**config.mk**
```make
export PLATFORM = sky130hd
export DESIGN_NAME = reg3_write_arbiter
export DESIGN_NICKNAME = d
export VERILOG_FILES = /design/src/rtl/reg3_write_arbiter.sv
export SDC_FILE = /design/constraint.sdc
export NUM_CORES = 1
export LEC_CHECK = 0
export ABC_CLOCK_PERIOD_IN_PS = 3600
export BUFFER_PORTS_ARGS = -buffer_cell sky130_fd_sc_hd__buf_2
export CAP_MARGIN = 20
export CORE_AREA = 4 4 41 43
export DETAILED_ROUTE_END_ITERATION = 7
export DIE_AREA = 0 0 45 47
export PLACE_DENSITY_LB_ADDON = 0.3
export SLEW_MARGIN = 20
export SYNTH_ARGS = -nofsm -noshare
export SYNTH_HDL_FRONTEND = slang
export SYNTH_SLANG_ARGS = --single-unit
```
**constraint.sdc**
```tcl
create_clock -name in_CLK -period 3.6 [get_ports in_CLK]
set_clock_uncertainty 0.15 [all_clocks]
set_input_delay 1.08 -clock in_CLK [delete_from_list [all_inputs] [get_ports in_CLK]]
set_output_delay 1.08 -clock in_CLK [all_outputs]
set_load 0.02 [all_outputs]
```
**src/rtl/reg3_write_arbiter.sv**
```systemverilog
// Purpose : round-robin write arbiter between requesters A and B driving a bank
//           of NREG 3-bit enable registers through a one-hot enable and a shared data bus.
// Latency : request sampled at edge k, enable/data/ack registered for cycle k..k+1,
//           register captures on edge k+1.
// Backpressure: requesters hold REQ until their ACK pulse; at most one write per
//           two cycles, and requests are ignored during the WRITE cycle.
//
// Ports:
//   in_CLK, in_RST             clock, synchronous active-high reset
//   in_REQ_A/in_ADDR_A/in_D_A  requester A request, target index, data
//   in_REQ_B/in_ADDR_B/in_D_B  requester B request, target index, data
//   out_EN                     one-hot register enable (all zero when idle or out of range)
//   out_D                      shared write data (zero when idle)
//   out_ACK_A, out_ACK_B       one-cycle grant pulse, coincident with the write
//   out_BUSY                   high during the WRITE cycle
//   out_ERR                    one-cycle pulse when the granted index is >= NREG
//
// NREG must not exceed 2**AW.
module reg3_write_arbiter #(
  parameter int NREG = 4,
  parameter int AW   = 2,
  parameter int DW   = 3
) (
  input  logic            in_CLK,
  input  logic            in_RST,
  input  logic            in_REQ_A,
  input  logic [AW-1:0]   in_ADDR_A,
  input  logic [DW-1:0]   in_D_A,
  input  logic            in_REQ_B,
  input  logic [AW-1:0]   in_ADDR_B,
  input  logic [DW-1:0]   in_D_B,
  output logic [NREG-1:0] out_EN,
  output logic [DW-1:0]   out_D,
  output logic            out_ACK_A,
  output logic            out_ACK_B,
  output logic            out_BUSY,
  output logic            out_ERR
);

  typedef enum logic {
    S_IDLE  = 1'b0,
    S_WRITE = 1'b1
  } state_t;

  state_t state, state_nxt;

  // Priority pointer: 0 = A wins a tie, 1 = B wins a tie.
  logic ptr_b, ptr_b_nxt;

  // Next values for the output registers. The output registers double as the
  // holding stage: the winner's address is stored already decoded in out_EN
  // and its data in out_D, so later ADDR/D changes cannot disturb the write.
  logic [NREG-1:0] en_nxt;
  logic [DW-1:0]   d_nxt;
  logic            ack_a_nxt;
  logic            ack_b_nxt;
  logic            busy_nxt;
  logic            err_nxt;

  // Winner selection, valid only when at least one request is present.
  logic            win_b;
  logic [AW-1:0]   sel_addr;
  logic [DW-1:0]   sel_d;
  logic [NREG-1:0] sel_onehot;

  always_comb begin
    win_b    = in_REQ_B && (!in_REQ_A || ptr_b);
    sel_addr = win_b ? in_ADDR_B : in_ADDR_A;
    sel_d    = win_b ? in_D_B    : in_D_A;
  end

  // Decode only the indices that exist; an out-of-range index leaves the
  // vector all zero, which is also how the error case is detected.
  always_comb begin
    sel_onehot = '0;
    for (int i = 0; i < NREG; i++) begin
      sel_onehot[i] = (sel_addr == AW'(i));
    end
  end

  always_comb begin
    state_nxt = state;
    ptr_b_nxt = ptr_b;
    en_nxt    = '0;
    d_nxt     = '0;
    ack_a_nxt = 1'b0;
    ack_b_nxt = 1'b0;
    busy_nxt  = 1'b0;
    err_nxt   = 1'b0;

    case (state)
      S_IDLE: begin
        if (in_REQ_A || in_REQ_B) begin
          state_nxt = S_WRITE;
          // Hand priority to the loser; the pointer moves only on a grant.
          ptr_b_nxt = !win_b;
          en_nxt    = sel_onehot;
          d_nxt     = sel_d;
          ack_a_nxt = !win_b;
          ack_b_nxt = win_b;
          busy_nxt  = 1'b1;
          err_nxt   = ~|sel_onehot;
        end
      end
      S_WRITE: begin
        // The write lands on this edge; requests are not looked at here.
        state_nxt = S_IDLE;
      end
      default: begin
        state_nxt = S_IDLE;
      end
    endcase
  end

  always_ff @(posedge in_CLK) begin
    if (in_RST) begin
      state     <= S_IDLE;
      ptr_b     <= 1'b0;
      out_EN    <= '0;
      out_D     <= '0;
      out_ACK_A <= 1'b0;
      out_ACK_B <= 1'b0;
      out_BUSY  <= 1'b0;
      out_ERR   <= 1'b0;
    end else begin
      state     <= state_nxt;
      ptr_b     <= ptr_b_nxt;
      out_EN    <= en_nxt;
      out_D     <= d_nxt;
      out_ACK_A <= ack_a_nxt;
      out_ACK_B <= ack_b_nxt;
      out_BUSY  <= busy_nxt;
      out_ERR   <= err_nxt;
    end
  end

endmodule

```
==> Word-level counts from Yosys, hierarchy flattened <==
Index checks and enable logic that the tools add are counted.
{ "op_classes": {"n_eq_ne": 3, "n_reduce_logical": 11, "n_mux": 4, "bitwise": 2} }
{ "op_table": {"columns": ["cell", "count"], "rows": [
  ["2-bit equality test (second input constant)", 2],
  ["4-bit OR reduction", 1],
  ["1-bit zero test", 3],
  ["3-bit two-way mux", 1],
  ["3-bit OR reduction", 1],
  ["2-bit by 1-bit equality test with 1-bit output (second input constant)", 1],
  ["2-bit zero test", 1],
  ["1-bit logical OR", 2],
  ["2-bit two-way mux", 1],
  ["1-bit inverter", 2],
  ["1-bit case mux with 2 select lines", 1],
  ["2-bit AND reduction", 1],
  ["2-bit OR reduction", 1],
  ["1-bit logical AND", 1],
  ["1-bit two-way mux", 1]
]} }
{ "totals": {"in_bits": 14, "register_bits": 13, "wordCells": 28} }

==> Logic depth before layout (Yosys ltp) <==
Gate-level depths: netlist (run 1).
{ "logic_depth": {"ltp_word": 7, "ltp_mapped": 5, "depth_no_buf": 3} }

==> Least setup slack after synthesis (run 1) <==
Ideal clock, no wire load.
{ "synth_timing": {"path_kind": "in2reg", "from": "input port in_REQ_B", "to": "register out_EN[0]", "cell_stages": 5, "required_time_ps": 3377, "setup_slack_ps": 1462, "arrival_time_ps": 1916, "cell_sequence": "buf_4 > inv_2 > buf_6 > or4_1 > a21oi_1"} }
{ "synth_between": {"elab_chain_len": 3, "elab_cells_between_ends": 6} }
{ "synth_rtl": {"columns": ["item", "line", "rtl"], "rows": [
  ["start, declared", "29", "input logic in_REQ_B,"],
  ["1-bit logical AND / 1-bit logical OR (equally long branches)", "67, 93", null],
  ["2-bit two-way mux / 1-bit inverter (equally long branches)", null, null],
  ["2-bit zero test / 3-bit OR reduction (equally long branches)", null, null],
  ["end signal, assigned", "128", "out_EN <= en_nxt;"],
  ["end, declared", "32", "output logic [NREG-1:0] out_EN,"]
]} }
Several ways; a longest one is shown, not always the timed one.
A chain may end at the register's enable or synchronous reset.

==> Worst setup path after layout (run 1) <==
{ "layout_timing": {"from": "register out_BUSY", "to": "output port out_BUSY"} }
{ "layout_lines": {"columns": ["item", "line", "rtl"], "rows": [
  ["start, declared", "36", "output logic out_BUSY,"],
  ["start signal, assigned", "132", "out_BUSY <= busy_nxt;"]
]} }
No word-level cell between the ends.

==> impl_metrics.ini, run 1 <==
[placed_design]
gp_congestion = 0.756
io_buffers = 24
place_hpwl_um = 794
place_area_sq_um = 586
pre_cts_ws_ps = 1320

[cts]
clock_latency_ps = 270
cts_root_buf = clkbuf_4
post_cts_resized = 0
cts_made_buffers = 3
htreeDepth = 1
hold_buffers = 0
cts_max_path_buffers = 2
cts_setup_buffers = 0
cts_tree = done
path_clk_slew_ps = 70
numClockSinks = 12

[outcome]
status = completed

[run]
drv_cap = 0

[sta]
grt_setup_unrepaired = no
setup_violations = 0
hold_violations = 0
worst-slew-pin-transition_ps = 672
fin_ws_ps = 1570
slew_headroom_pct = 54.9
fmax_mhz = 493
fin_crit_sh_pct = 56.4
fin_crit_ps = 2030
whs_ps = 354
slew_viol_final = 0
tns_ps = 0

[detailed_routing]
vias = 449
avgViaCountPerCell = 4.93
drc = 0
drtIter0Drc = 5
ant_nets = 0
drt_pass1_iterations = 4
wire_per_inst_um = 11.6
routed_wl_um = 1060

[layout]
stdcell_area_sq_um = 622
nets = 91
area_growth_pct = 32.5
fill_cells = 149
final_cell_mix = buf_2 (24), dfxtp_1 (12), a21oi_1 (8), o21ai_0 (6), nor2_1 (4)
n_antenna_cell = 0
final_common_cell = buf_2
drive_gt1_share_pct = 39.5

[min_path]
hold_path.class = reg -> reg
holdPathEnd = ptr_b$_SDFFE_PP0P_
holdPathStages = 1
min_from = ptr_b$_SDFFE_PP0P_

[yosys]
synth_top_family_by_area = simple AND/OR/NAND/NOR gates
yosysSeqAreaShare_pct = 51.2
syn_avg_cell_area_sq_um = 9.20
netlist_area_sq_um = 469
synth_xor_area_share_pct = 0
ys.warnings.count = 0
syn_inst = 51
yosysUniqueCellTypes = 20
synthSimpleGateAreaFrac_pct = 21.3
synth_compound_area_share_pct = 19.5
synthMuxAreaShare_pct = 0
ys_ff_latch = 12
synth_fa_ha_area_share_pct = 0
syn-num-nets = 65

[grt]
grt_pass1_wl_um = 1660
grt_overflow_total = 0
grt_max_degree = 17
grt_usage_pct = 11.2
antenna_found_initial = 0
grt_pass1_vias = 386

[floorplanning]
dieArea_sq_um = 2120
start_util_pct = 36.1
dieHeight_um = 47
pin_count = 25
rows = 13
dieWidth_um = 45
core_area_sq_um = 1300

[setup_path]
critical_path_class = reg -> out
critPathTopFamily = flip-flops
crit_chain = buf_2
critPathLaunchType = flop
worstPathArrival_ps = 800
cp_slowest_stage_delay_ps = 350
reg2reg_from = ptr_b$_SDFFE_PP0P_
crit_required_ps = 2370
cpMaxStageDelayCell = dfxtp_1
worstReg2RegEnd = out_EN[1]$_SDFF_PP0_
end_kind = output pin
reg2reg_depth = 3
rrSetupSlack_ps = 2250
critPathMaxFanout = 3
worst-path-buf-inv = 1

[power_and_ir_drop]
peakVddDrop_mv = 0.291
powerDensity_nw_per_um2 = 473
p_leak_nw = 0.292
[area by class of cell]
type                       count  area (sq um)  area share [%]
sequential                    12           240            38.6
multi-input combinational     33           195            31.4
timing repair buffer          24           120            19.3
clock buffer                   4          36.3            5.84
tap                           15          18.8            3.02
inverter                       3          11.3            1.81
[power by group]
part | switching, mW | total, mW | internal, mW
Sequential | 0.00255 | 0.143 | 0.140
Clock | 0.0449 | 0.106 | 0.0615
Combinational | 0.0274 | 0.0448 | 0.0174
[worst max-delay path by stage]
| stage | from | endpoint | slack (ps) | cells after the start |
|---|---|---|---|---|
| finish | out_BUSY$_SDFF_PP0_ | out_BUSY | 1570 | 1 |
| global route | out_BUSY$_SDFF_PP0_ | out_BUSY | 1520 | 1 |
| CTS | out_BUSY$_SDFF_PP0_ | out_BUSY | 1560 | 1 |
| detailed placement | in_REQ_A | out_EN[1]$_SDFF_PP0_ | 1320 | 4 |
| global placement | in_REQ_A | out_EN[1]$_SDFF_PP0_ | 1350 | 4 |
| floorplan | in_REQ_B | out_EN[0]$_SDFF_PP0_ | 1460 | 5 |
[metal layers]
| layer | global-route usage (%) | vias up | routed length [um] | part of all wire, % |
|---|---|---|---|---|
| met2 | 16.7 | 26 | 476 | 45 |
| met1 | 13.6 | 197 | 429 | 41 |
| li1 | - | 226 | - | - |
| met5 | 0 | - | 0 | 0 |
| met4 | 3.51 | 0 | 0 | 0 |
| met3 | 6.51 | 0 | 149 | 14 |
[sequential cells by signal, indices dropped and copies added (netlist names)]
signal / flops
out_ACK_A: 1
out_EN: 4
out_ERR: 1
out_BUSY: 1
ptr_b: 1
out_D: 3
out_ACK_B: 1
[through the flow]
stage | power [mW] | utilization (%) | std cells
after floorplan | 0.175 | - | 51
after global placement | 0.190 | 45.0 | 87
after detailed placement | 0.191 | 45.0 | 87
after CTS | 0.299 | 47.8 | 91
after global routing | 0.312 | 47.8 | 91
final | 0.294 | 47.8 | 91
[logic make-up (layout without fill, tap and decap cells)]
logic type	Yosys count	after routing
compound gates	17	17
simple gates	15	15
flops	12	12
buf+inv	6	31
other cells	1	1
[Yosys cell counts (all sizes together)]
cell type / number / area, sq um
a21oi: 8 / 40.0
a311oi: 1 / 8.76
buf: 2 / 18.8
clkbuf: 1 / 3.75
conb: 1 / 3.75
dfxtp: 12 / 240
inv: 3 / 11.3
nand3b: 3 / 22.5
nand4b: 1 / 8.76
nor2: 4 / 15.0
nor2b: 3 / 21.3
nor3: 1 / 5.00
o211ai: 1 / 7.51
o21ai: 7 / 35.0
or4: 1 / 7.51
or4b: 2 / 20.0
(Power assumes the default switching activity.)
==> run 2, diff against run 1 <==
--- a/config.mk
+++ b/config.mk
@@ -5,7 +5,7 @@
 export SDC_FILE = /design/constraint.sdc
 export NUM_CORES = 1
 export LEC_CHECK = 0
-export ABC_CLOCK_PERIOD_IN_PS = 3600
+export ABC_CLOCK_PERIOD_IN_PS = 2100
 export BUFFER_PORTS_ARGS = -buffer_cell sky130_fd_sc_hd__buf_2
 export CAP_MARGIN = 20
 export CORE_AREA = 4 4 41 43
==> constraint.sdc (replaced) <==
create_clock -name in_CLK -period 2.1 [get_ports in_CLK]
set_clock_uncertainty 0.15 [all_clocks]
set_input_delay 0.63 -clock in_CLK [delete_from_list [all_inputs] [get_ports in_CLK]]
set_output_delay 0.63 -clock in_CLK [all_outputs]
set_load 0.02 [all_outputs]
==> run 2 against run 1 <==
  * Design area rose by 1.2%
  * Sequential cell count did not move
  * Cell count rose by 1.1%
  * Combinational power rose by 75%
  * Critical path depth did not move
  * Sequential share of layout area fell by 0.46 points
  * Die area did not move
  * Global-route usage rose by 0.14 points
  * Worst hold slack improved by 2.4 ps
  * First-iteration DRC count rose by 40%
  * Setup slack got worse by 1100 ps
  * Via count rose by 0.67%
  * Critical path type unchanged
  * Largest cell class unchanged
==> impl_metrics.ini, run 2 (synthesized netlist as in run 1, its figures left out) <==
[floorplanning]
dieWidth_um = 45
dieHeight_um = 47
pin_count = 25
rows = 13
dieArea_sq_um = 2120
core_area_sq_um = 1300
start_util_pct = 36.1

[layout]
n_antenna_cell = 0
final-instance-count-excl-fill = 92
multi_input_area_sq_um = 195
regMostFlops = out_EN
stdcell_area_sq_um = 629
largest_reg_flops = 4
nets = 92
drive_gt1_share_pct = 40.3
area_growth_pct = 34.1
reg_top3 = out_EN (4), out_D (3)
final_cell_mix = buf_2 (24), dfxtp_1 (12), a21oi_1 (8), o21ai_0 (6), nor2_1 (4)
regArea_sq_um = 240
final_common_cell = buf_2
fill_cells = 137

[power_and_ir_drop]
powerDensity_nw_per_um2 = 806
total_power_uw = 507
pwr-share-clk_pct = 36.3
peakVddDrop_mv = 0.556
p_seq_share_pct = 48.3
switching_share_pct = 25.6
p_sw_uw = 130
p_leak_nw = 0.297
comb_power_share_pct = 15.4
internal-power_uw = 378

[cts]
cts_max_path_buffers = 2
clock_latency_ps = 280
cts_tree = done
post_cts_resized = 0
cts_root_buf = clkbuf_4
path_clk_slew_ps = 70
cts_setup_buffers = 0
cts_made_buffers = 3
hold_buffers = 0
numClockSinks = 12
htreeDepth = 1

[setup_path]
end_kind = output pin
worst-path-buf-inv = 1
crit_required_ps = 1320
crit_chain = buf_2
critPathMaxFanout = 3
worstPathArrival_ps = 810
critPathLaunchType = flop
cpMaxStageDelayCell = dfxtp_1
cp_slowest_stage_delay_ps = 360
critPathTopFamily = flip-flops
critical_path_class = reg -> out

[sta]
hold_violations = 0
whs_ps = 356
setup_violations = 0
fin_crit_ps = 1590
tns_ps = 0
fin_crit_sh_pct = 75.7
slew_viol_final = 0
grt_setup_unrepaired = no
fmax_mhz = 629

[run]
drv_cap = 0

[detailed_routing]
drt_pass1_iterations = 4
ant_nets = 0
vias = 452
drc = 0
routed_wl_um = 1030
wire_per_inst_um = 11.2
avgViaCountPerCell = 4.91
drtIter0Drc = 7

[grt]
grt_pass1_vias = 376
grt_max_degree = 17
grt_overflow_total = 0
grt_usage_pct = 11.3
grt_pass1_wl_um = 1640
antenna_found_initial = 0

[placed_design]
place_area_sq_um = 593
gp_congestion = 0.756
io_buffers = 24
place_hpwl_um = 767
place_inst = 88

[min_path]
hold_path.class = reg -> reg

[outcome]
status = completed
==> run 2: cell count changes in the layout (fill, tap and decap cells not counted), sizes merged <==
cell	delta
buf	+1
==> run 2: path summary, 6_finish.rpt <==
kind,cells past startpoint,endpoint,from,slack [ps]
setup reg to reg,3,out_EN[1]$_SDFF_PP0_,ptr_b$_SDFFE_PP0P_,770
hold reg to reg,1,ptr_b$_SDFFE_PP0P_,ptr_b$_SDFFE_PP0P_,360
setup / recovery,1,out_BUSY,out_BUSY$_SDFF_PP0_,510
hold / removal,1,ptr_b$_SDFFE_PP0P_,ptr_b$_SDFFE_PP0P_,360
==> run 2: power groups by stage <==
stage          clock [mW]  combinational (mW)  sequential [mW]
2_1_floorplan           0              0.0342            0.265
3_3_place_gp            0              0.0778            0.250
3_5_place_dp            0              0.0784            0.250
4_1_cts             0.192              0.0787            0.245
5_1_grt             0.204              0.0873            0.247
6_report            0.184              0.0782            0.245
==> run 2: area by class of cell <==
cell class              instances  share of cell area, %
clock buffers                   4                   5.77
inverters                       3                   1.79
multi-input cells              33                   31.0
repair buffers                 25                   20.3
flip-flops and latches         12                   38.2
well taps                      15                   2.98
==> run 2: routing by layer <==
| layer | global-route usage (%) | wire length, um | share of wire, % |
|---|---|---|---|
| met1 | 13.1 | 430 | 42 |
| met2 | 15.3 | 433 | 42 |
| met3 | 6.51 | 133 | 13 |
| met4 | 8.77 | 29 | 2.8 |
| met5 | 0 | 0 | 0 |
==> run 2: metrics by stage <==
| step | utilization [%] | setup WS, ps |
|---|---|---|
| floorplan | - | 412 |
| global placement | 45.6 | 304 |
| detailed placement | 45.6 | 290 |
| CTS | 48.4 | 499 |
| global route | 48.4 | 455 |
| finish | 48.4 | 509 |
